--- src/rtl/ttl_sync_pkg.sv ---
// -----------------------------------------------------------------------------
// ttl_sync_pkg
//
// Shared definitions for the synchronous TTL model family (*_sync stages).
//
// Contents:
//   ACC_W_DEFAULT  default phase-accumulator / ratio width
//   ratio_ok()     legality of a Num/Den enable ratio: Den must be non-zero
//                  and 2*Num must not exceed Den, so every strobe is followed
//                  by at least one idle cycle.
// -----------------------------------------------------------------------------
package ttl_sync_pkg;

    localparam int unsigned ACC_W_DEFAULT = 16;

    // Arguments are zero-extended to 32 bits by the caller; the doubled
    // numerator is compared in 33 bits so it can never overflow.
    function automatic logic ratio_ok(input logic [31:0] num, input logic [31:0] den);
        logic [32:0] num_x2;
        logic [32:0] den_x;
        num_x2 = {num, 1'b0};
        den_x  = {1'b0, den};
        return (den != '0) && (num_x2 <= den_x);
    endfunction

endpackage : ttl_sync_pkg

--- src/rtl/ttl_cen_gen_sync.sv ---
// -----------------------------------------------------------------------------
// ttl_cen_gen_sync
//
// Fractional clock-enable generator. A phase accumulator adds Num each run
// cycle and subtracts Den on overflow, giving an average Cen rate of Num/Den
// per Clk. A second strobe marks the half-period crossing and Phase is a
// square wave that is high during the second half of each period.
//
// Ratios are written through a shadow register and applied only at a period
// boundary (a Cen wrap) or while the generator is stopped, so a running
// period is never cut short by a ratio change.
//
// Parameters:
//   ACC_W        width of accumulator, Num and Den (>= 2, <= 32)
//   DEFAULT_NUM  numerator loaded at reset
//   DEFAULT_DEN  denominator loaded at reset
//
// Ports:
//   Clk          system clock
//   Reset_bar    synchronous active-low reset
//   Run          1 = advance accumulator, 0 = freeze
//   Num_in       new numerator
//   Den_in       new denominator
//   Ratio_load   1-cycle strobe capturing Num_in/Den_in into the shadow
//   Cen          main enable strobe, one cycle wide
//   Cen_half     half-period strobe, one cycle wide
//   Phase        0 in first half of period, 1 in second half
//   Load_pend    shadow ratio captured but not yet applied
//   Ratio_err    active ratio is illegal (clamped, or stopped for Den = 0)
// -----------------------------------------------------------------------------
module ttl_cen_gen_sync
    import ttl_sync_pkg::*;
#(
    parameter int unsigned ACC_W       = ACC_W_DEFAULT,
    parameter int unsigned DEFAULT_NUM = 1,
    parameter int unsigned DEFAULT_DEN = 4
) (
    input  logic             Clk,
    input  logic             Reset_bar,
    input  logic             Run,
    input  logic [ACC_W-1:0] Num_in,
    input  logic [ACC_W-1:0] Den_in,
    input  logic             Ratio_load,
    output logic             Cen,
    output logic             Cen_half,
    output logic             Phase,
    output logic             Load_pend,
    output logic             Ratio_err
);

    localparam logic [ACC_W-1:0] RST_NUM = ACC_W'(DEFAULT_NUM);
    localparam logic [ACC_W-1:0] RST_DEN = ACC_W'(DEFAULT_DEN);
    localparam logic             RST_ERR = !ratio_ok(32'(DEFAULT_NUM), 32'(DEFAULT_DEN));

    // ------------------------------------------------------------------
    // State
    // ------------------------------------------------------------------
    // The accumulator carries one extra bit: acc < den and num_eff <= den/2,
    // so acc + num_eff stays below 1.5 * 2^ACC_W.
    logic [ACC_W:0]   acc_q,       acc_d;
    logic [ACC_W-1:0] num_q,       num_d;
    logic [ACC_W-1:0] den_q,       den_d;
    logic [ACC_W-1:0] shd_num_q,   shd_num_d;
    logic [ACC_W-1:0] shd_den_q,   shd_den_d;
    logic             cen_q,       cen_d;
    logic             cen_half_q,  cen_half_d;
    logic             phase_q,     phase_d;
    logic             load_pend_q, load_pend_d;
    logic             ratio_err_q, ratio_err_d;

    // ------------------------------------------------------------------
    // Datapath helpers
    // ------------------------------------------------------------------
    logic             den_zero;
    logic [ACC_W:0]   den_x;
    logic [ACC_W:0]   half_x;
    logic [ACC_W:0]   num_eff_x;
    logic [ACC_W:0]   sum;
    logic             step;
    logic             wrap;
    logic             apply;

    always_comb begin
        den_zero = (den_q == '0);
        den_x    = {1'b0, den_q};
        half_x   = {2'b00, den_q[ACC_W-1:1]};

        // Ratios above 1/2 are clamped to exactly 1/2 so Cen still has a
        // low cycle between pulses.
        if ({num_q, 1'b0} > den_x) begin
            num_eff_x = half_x;
        end else begin
            num_eff_x = {1'b0, num_q};
        end

        sum   = acc_q + num_eff_x;
        step  = Run && !den_zero;
        wrap  = step && (sum >= den_x);
        // A pending ratio lands on a period boundary or whenever stopped.
        apply = load_pend_q && (!Run || wrap);
    end

    // ------------------------------------------------------------------
    // Next-state logic
    // ------------------------------------------------------------------
    always_comb begin
        // NOTE: every target gets a default before any branch, so no path
        // leaves a signal unassigned and no latch is inferred.
        acc_d       = acc_q;
        num_d       = num_q;
        den_d       = den_q;
        shd_num_d   = shd_num_q;
        shd_den_d   = shd_den_q;
        cen_d       = 1'b0;
        cen_half_d  = 1'b0;
        phase_d     = phase_q;
        load_pend_d = load_pend_q;
        // Legality is registered from the active ratio, so it trails a
        // ratio change by one cycle.
        ratio_err_d = !ratio_ok(32'(num_q), 32'(den_q));

        if (step) begin
            acc_d      = wrap ? (sum - den_x) : sum;
            cen_d      = wrap;
            cen_half_d = (acc_q < half_x) && (sum >= half_x) && !wrap;
        end

        if (apply) begin
            num_d       = shd_num_q;
            den_d       = shd_den_q;
            acc_d       = '0;
            load_pend_d = 1'b0;
        end

        // Phase follows the accumulator value actually stored, including the
        // restart at zero when a new ratio is applied on a wrap.
        if (step) begin
            phase_d = (acc_d >= half_x);
        end

        // A capture on the same edge as an apply wins: the apply consumes
        // the old shadow, the new values stay pending.
        if (Ratio_load) begin
            shd_num_d   = Num_in;
            shd_den_d   = Den_in;
            load_pend_d = 1'b1;
        end
    end

    // ------------------------------------------------------------------
    // Registers
    // ------------------------------------------------------------------
    always_ff @(posedge Clk) begin
        // NOTE: non-blocking assignments here so every register samples the
        // pre-edge values, independent of statement order.
        if (!Reset_bar) begin
            acc_q       <= '0;
            num_q       <= RST_NUM;
            den_q       <= RST_DEN;
            shd_num_q   <= RST_NUM;
            shd_den_q   <= RST_DEN;
            cen_q       <= 1'b0;
            cen_half_q  <= 1'b0;
            phase_q     <= 1'b0;
            load_pend_q <= 1'b0;
            ratio_err_q <= RST_ERR;
        end else begin
            acc_q       <= acc_d;
            num_q       <= num_d;
            den_q       <= den_d;
            shd_num_q   <= shd_num_d;
            shd_den_q   <= shd_den_d;
            cen_q       <= cen_d;
            cen_half_q  <= cen_half_d;
            phase_q     <= phase_d;
            load_pend_q <= load_pend_d;
            ratio_err_q <= ratio_err_d;
        end
    end

    assign Cen       = cen_q;
    assign Cen_half  = cen_half_q;
    assign Phase     = phase_q;
    assign Load_pend = load_pend_q;
    assign Ratio_err = ratio_err_q;

endmodule : ttl_cen_gen_sync

--- config.mk ---
export PLATFORM = sky130hd
export DESIGN_NAME = ttl_cen_gen_sync
export DESIGN_NICKNAME = d
export VERILOG_FILES = /design/src/rtl/ttl_sync_pkg.sv /design/src/rtl/ttl_cen_gen_sync.sv
export SDC_FILE = /design/constraint.sdc
export NUM_CORES = 1
export LEC_CHECK = 0
export CAP_MARGIN = 10
export CORE_ASPECT_RATIO = 1.2
export CORE_MARGIN = 8
export CORE_UTILIZATION = 55
export DETAILED_ROUTE_END_ITERATION = 8
export MAX_ROUTING_LAYER = met4
export PLACE_DENSITY_LB_ADDON = 0.05
export SLEW_MARGIN = 20
export SYNTH_ARGS = -nofsm -noshare
export SYNTH_HDL_FRONTEND = slang
export SYNTH_SLANG_ARGS = --single-unit
--- constraint.sdc ---
create_clock -name Clk -period 17.5 [get_ports Clk]
set_input_delay 2.625 -clock Clk [delete_from_list [all_inputs] [get_ports Clk]]
set_output_delay 2.625 -clock Clk [all_outputs]
set_load 0.01 [all_outputs]
; Word-level counts from Yosys, hierarchy flattened
; Cells that the tools add are included.
[word_totals]
ff_bits = 86
inputBits = 36
out_inout_bits = 5
elab_cells = 39
[op_classes]
addsub = 2
order_cmp = 6
n_mux = 6
n_reduce_logical = 15
[ops]
columns = op, count
row1 = 2-to-1 mux 17 bit, 3
row2 = greater-or-equal comparator 17 x 15 -> 1 bit, 2
row3 = adder 17 bit, 1
row4 = greater-or-equal comparator 17 x 16 -> 1 bit, 1
row5 = > comparator 17 x 16 -> 1 bit, 1
row6 = <= comparator 17 x 16 -> 1 bit, 1
row7 = less-than comparator 17 x 15 -> 1 bit, 1
row8 = subtractor 17 x 16 -> 17 bit, 1
row9 = zero test 16 bit, 1
row10 = 2-to-1 mux 16 bit, 1
row11 = nonzero test 16 bit, 1
row12 = logical AND 1 bit, 6
row13 = zero test 1 bit, 4
row14 = 2-to-1 mux 1 bit, 2
row15 = AND reduction 2 bit, 1
row16 = nonzero test 2 bit, 1
row17 = logical OR 1 bit, 1

; Logic depth before layout (Yosys ltp)
[depth]
depth_word = 9
mapped_depth = 44
ltp_nobuf = 42

; Least setup slack after synthesis
; Ideal clock, no wire load.
[synth_timing]
path_type = register to register
startpoint = reg den_q[1]
endpoint = reg phase_q, in the netlist Phase
setup_ns = 0.134
arrival_time_ns = 7.936
required_ns = 17.366
path_slack_ns = 9.430
path_stages_with_launch = 42
path_buffers = 5
period_less_slack_ns = 8.070
path_cell_list = dfxtp_1 -> inv_1 -> ha_1 -> nor2b_1 -> o21a_1 -> o21a_1 -> o21ai_0 -> nand2b_1 -> a21oi_1 -> o21ai_0 -> a221oi_1 -> o21ai_1 -> clkbuf_1 -> mux2_2 -> ha_1 -> a21o_1 -> or3_1 -> o221a_2 -> [... 6 more ...] -> nor4_1 -> nor3_1 -> o21ai_0 -> and3_1 -> buf_4 -> o21a_4 -> or2b_1 -> buf_6 -> buf_6 -> and2_1 -> ha_1 -> nand3_1 -> nor2_1 -> a221oi_1 -> o21ai_0 -> a21o_1 -> a2111oi_0 -> a21oi_1
[synth_via]
elab_chain_len = 9
elab_cells_between_ends = 15
classes_between = 2 x add/sub / 3 x order compare / 4 x mux / 6 x reduce/logical
[synth_rtl]
columns = element, line
row1 = from (decl), ttl_cen_gen_sync.sv:62  ; logic [ACC_W-1:0] den_q, den_d;
row2 = from (signal assigned), ttl_cen_gen_sync.sv:170  ; den_q <= den_d;
row3 = > comparator 17 x 16 -> 1 bit, ttl_cen_gen_sync.sv:90  ; if ({num_q, 1'b0} > den_x) begin
row4 = 2-to-1 mux 16 bit, ttl_cen_gen_sync.sv:90
row5 = adder 17 bit, ttl_cen_gen_sync.sv:96  ; sum = acc_q + num_eff_x;
row6 = greater-or-equal comparator 17 x 16 -> 1 bit, ttl_cen_gen_sync.sv:98  ; wrap = step && (sum >= den_x);
row7 = logical AND 1 bit, ttl_cen_gen_sync.sv:98
row8 = 2-to-1 mux 17 bit or logical OR 1 bit (tied branches), "ttl_cen_gen_sync.sv:123, ttl_cen_gen_sync.sv:100"
row9 = 2-to-1 mux 17 bit or logical AND 1 bit (tied branches), "ttl_cen_gen_sync.sv:122, ttl_cen_gen_sync.sv:100"
row10 = 2-to-1 mux 17 bit *, ttl_cen_gen_sync.sv:128  ; if (apply) begin
row11 = net acc_d[9], ttl_cen_gen_sync.sv:60  ; logic [ACC_W:0] acc_q, acc_d;
row12 = greater-or-equal comparator 17 x 15 -> 1 bit *, ttl_cen_gen_sync.sv:138  ; phase_d = (acc_d >= half_x);
row13 = to (signal assigned), ttl_cen_gen_sync.sv:175  ; phase_q <= phase_d;
row14 = to (decl), ttl_cen_gen_sync.sv:67  ; logic phase_q, phase_d;
; Mark *: on every way through the listed nets, which the timed path passes. The rest lies on a longest branch.
; A chain may end at the register's enable or synchronous reset.

; Final worst setup path
; Ends and elaborated chain as after synthesis.

==> summary.md <==
| Metric | Value |
|---|---|
| Logic pwr share | `64.5%` |
| # Post-CTS Setup Buffers | `0` |
| Async S/R FF share, synth | `0%` |
| Post-synth EDFFs | `0` |
| Ports | `41` |
| Post-synth top area cell | `dfxtp_1` |
| Seq/Total Area, Yosys | `26.55%` |
| Power density cells | `172.6 nW/um2` |
| CORE AREA | `11,510 um2` |
| Min-delay worst type | `reg2reg` |
| Htree depth | `3` |
| Final Hold Fails | `0` |
| Crit. Startpoint | `den_q[1]` |
| Sw Ratio | `45.35%` |
| Post-synthesis cell area | `6485 um2` |
| Rows | `43` |
| Layout Skew | `6.833 ps` |
| Clock buffers created by TritonCTS | `9` |
| Post-Synth XOR/XNOR Area | `3.222%` |
| Total GRT Usage | `22.42%` |
| Critical Path RT | `17,710 ps` |
| Initial antenna violation count | `0` |
| CP endpoint kind | `register` |
| Min setup slack post-route | `8283 ps` |
| CP Class | `reg2reg` |
| Relative slew margins | `30.95%` |
| Routability cong. | `0.9643` |
| Synth top area share | `26.55%` |
| Cell mode on critical path | `o21ai_0` |
| Initial Utilization | `56.32%` |
| RR Startpoint | `den_q[1]` |
| Post-synthesis register bit count | `86` |
| Final core occ | `62.88%` |
| Area Growth Syn to Fin | `11.63%` |
| Worst hold start | `shd_num_q[8]` |
| Reg clk slew, reported paths | `60 ps` |
| Largest net degree at the start of global routing | `77` |
| Die area | `15,540 um2` |
| Via density | `5.944` |
| Ys Warns | `0` |
| Cell Int Power | `0.0006828 W` |
| CP max stage delay | `520 ps` |
| CP top delay family | `compound AO/OA/AOI/OAI gates` |
| Die Wd | `115.1 um` |
| Compound-Gate Fraction of Synth Area | `19.72%` |
| Final setup vio count | `0` |
| Synth cell types | `61` |
| Grt total ovfl | `0` |
| Synth Area per Inst | `8.466 um2` |
| Sw power | `0.0005666 W` |
| CP max FO | `34` |
| Max Cap Viol | `0` |
| Layout cells sized above 1 | `5.660%` |
| Top post-synthesis cells by area | `dfxtp_1 27%, ha_1 18%, mux2i_1 5.7%, nand2_1 5.6%, nor2b_1 4.4%` |
| Seq pwr share | `19.9%` |
| FMAX | `108.5 MHz` |
| Buffers on Ports | `40` |
| CP Launch Type | `register` |
| Starting DRT DRC Count | `360` |
| Fin nets | `919` |
| Pre-CTS WS | `8475 ps` |
| Final antenna diode count | `0` |
| Die height | `135.0 um` |
| VDD IR max | `0.09512 mV` |
| Power Total | `0.001249 W` |
| Routed WL per cell | `17.41 um` |
| TNS Setup | `0 ps` |
| Worst-Skew Late Latency | `340 ps` |
| Clock power share | `15.6%` |
| Commonest cells in the netlist | `97 x nand2_1, 91 x ha_1, 86 x dfxtp_1` |
| DRC viols | `0` |
| Pre-antenna DRT Iters | `5` |
| Dominant synthesized flop cell | `dfxtp_1` |
| Number of global-route vias before repair | `5,699` |
| Synth Area in Adders | `18.17%` |
| Max Slew Vio Count | `0` |
| Final Cycle Share | `52.67%` |
| Final wirelength | `16.58 mm` |
| CTS tree | `done` |
| Largest family of logic cells by synthesized area | `simple AND/OR/NAND/NOR gates` |
| Most frequent cell after synthesis | `nand2_1` |
| Post-DP HPWL | `13.01 mm` |
| WP data arrival | `9430 ps` |
| CP max-delay cell | `dfxtp_1` |
| Routed vias | `5,659` |
| Slew @ Worst Pin | `1036 ps` |
| Clock sinks | `86` |
| Synth Area in Simple Gates | `19.74%` |
| Antenna-violating nets left | `0` |
| Synth Instances | `766` |
| Final Critical Period | `9217 ps` |
| CTS root buf | `clkbuf_16` |
| Crit path buffers/inverters | `4` |
| Post-CTS Resized | `0` |
| Hold_ws | `456.2 ps` |
| Outcome | `complete, no violations` |
| Syn nets | `895` |
| Hold-fix buffers at CTS | `0` |
| RSZ-0062 raised after global routing | `no` |
| Multiplexer share of the synthesized area | `8.316%` |
| Leak | `3.136 nW` |
| CTS Buffer Depth | `2` |
| Global-route wire length before repair | `27.39 mm` |
## registers in the layout (all words and copies together), names as in the netlist
name,count
Cen_half,1
den_q,16
Load_pend,1
num_q,16
acc_q,17
Ratio_err,1
shd_num_q,16
Phase,1
Cen,1
shd_den_q,16
## area by class of cell
type	count	area, um2
multi-input cells	621	4489
fillers	1044	4274
flip-flops and latches	86	1722
repair buffers	44	420.4
clock buffers	10	239.0
well taps	157	196.4
inverters	28	105.1
clock inverters	6	67.56
## metal layers
layer,vias up,routed length [um],global-route usage [%]
met5,-,0,-
met4,0,486,10.10
met3,39,579,2.233
met2,154,7927,37.10
met1,2681,7581,26.93
li1,2785,-,-
## power groups by stage
stage	clock (W)	combinational, W	sequential [W]
finish	0.000195	0.000806	0.000248
global route	0.000204	0.000893	0.000251
CTS	0.000196	0.000796	0.000248
detailed placement	0	0.000788	0.000252
global placement	0	0.000777	0.000251
floorplan	0	0.000607	0.000243
## logic make-up (layout without fill, tap and decap cells)
family,Yosys count,in the layout
AOI/OAI and AO/OA,190,190
DFF,86,86
other,1,1
muxes,52,52
buffers and inverters,59,88
xor gates and xnor gates,23,23
adders and majority gates,93,93
and+or+nand+nor,262,262
## worst register-to-register path: cells and delay by family (launching register included)
kind                     cells  cell delay (ps)
buffers and inverters        4             1080
multiplexers                 1              300
flip-flops                   1              520
AO/OA/AOI/OAI               19             4090
AND/OR/NAND/NOR              9             1590
adder cells (fa/ha/maj)      4             1240
XOR/XNOR                     1              280
## worst paths after layout
check / cells past startpoint / slack, ps / endpoint
max reg2reg: 38 / 8280 / Phase
min reg2reg: 2 / 460 / num_q[8]
min: 2 / 460 / num_q[8]
max: 38 / 8280 / Phase
## cells in the final DEF, fill, tap and decap left out, types with 3 or more instances in the layout
master and n:
o21ai_0 40, mux2_2 15, a21boi_1 25, o21a_1 11
dfxtp_1 86, a21oi_1 42, o31a_1 3, a221oi_1 3
inv_1 28, mux2i_1 37, ha_1 91, nor2b_1 46
nor4_1 10, o211ai_1 4, and4_1 3, clkdlybuf4s50_1 38
nand2b_1 8, a21boi_0 8, xnor2_1 15, a211oi_1 9
nand3_1 12, a21o_1 13, a31oi_1 3, nor2_1 45
clkbuf_16 9, nor3_1 5, and2_1 11, buf_4 4
xor2_1 7, nand2_1 97, nand4_1 8, and3_1 8
a41oi_1 5, o21bai_1 4
## through the flow
step                cells  area [um2]
floorplan             766        6485
global placement      936        6933
detailed placement    936        6933
CTS                   952        7239
global route          952        7239
finish                952        7239
Power figures use the tool's default switching activity.
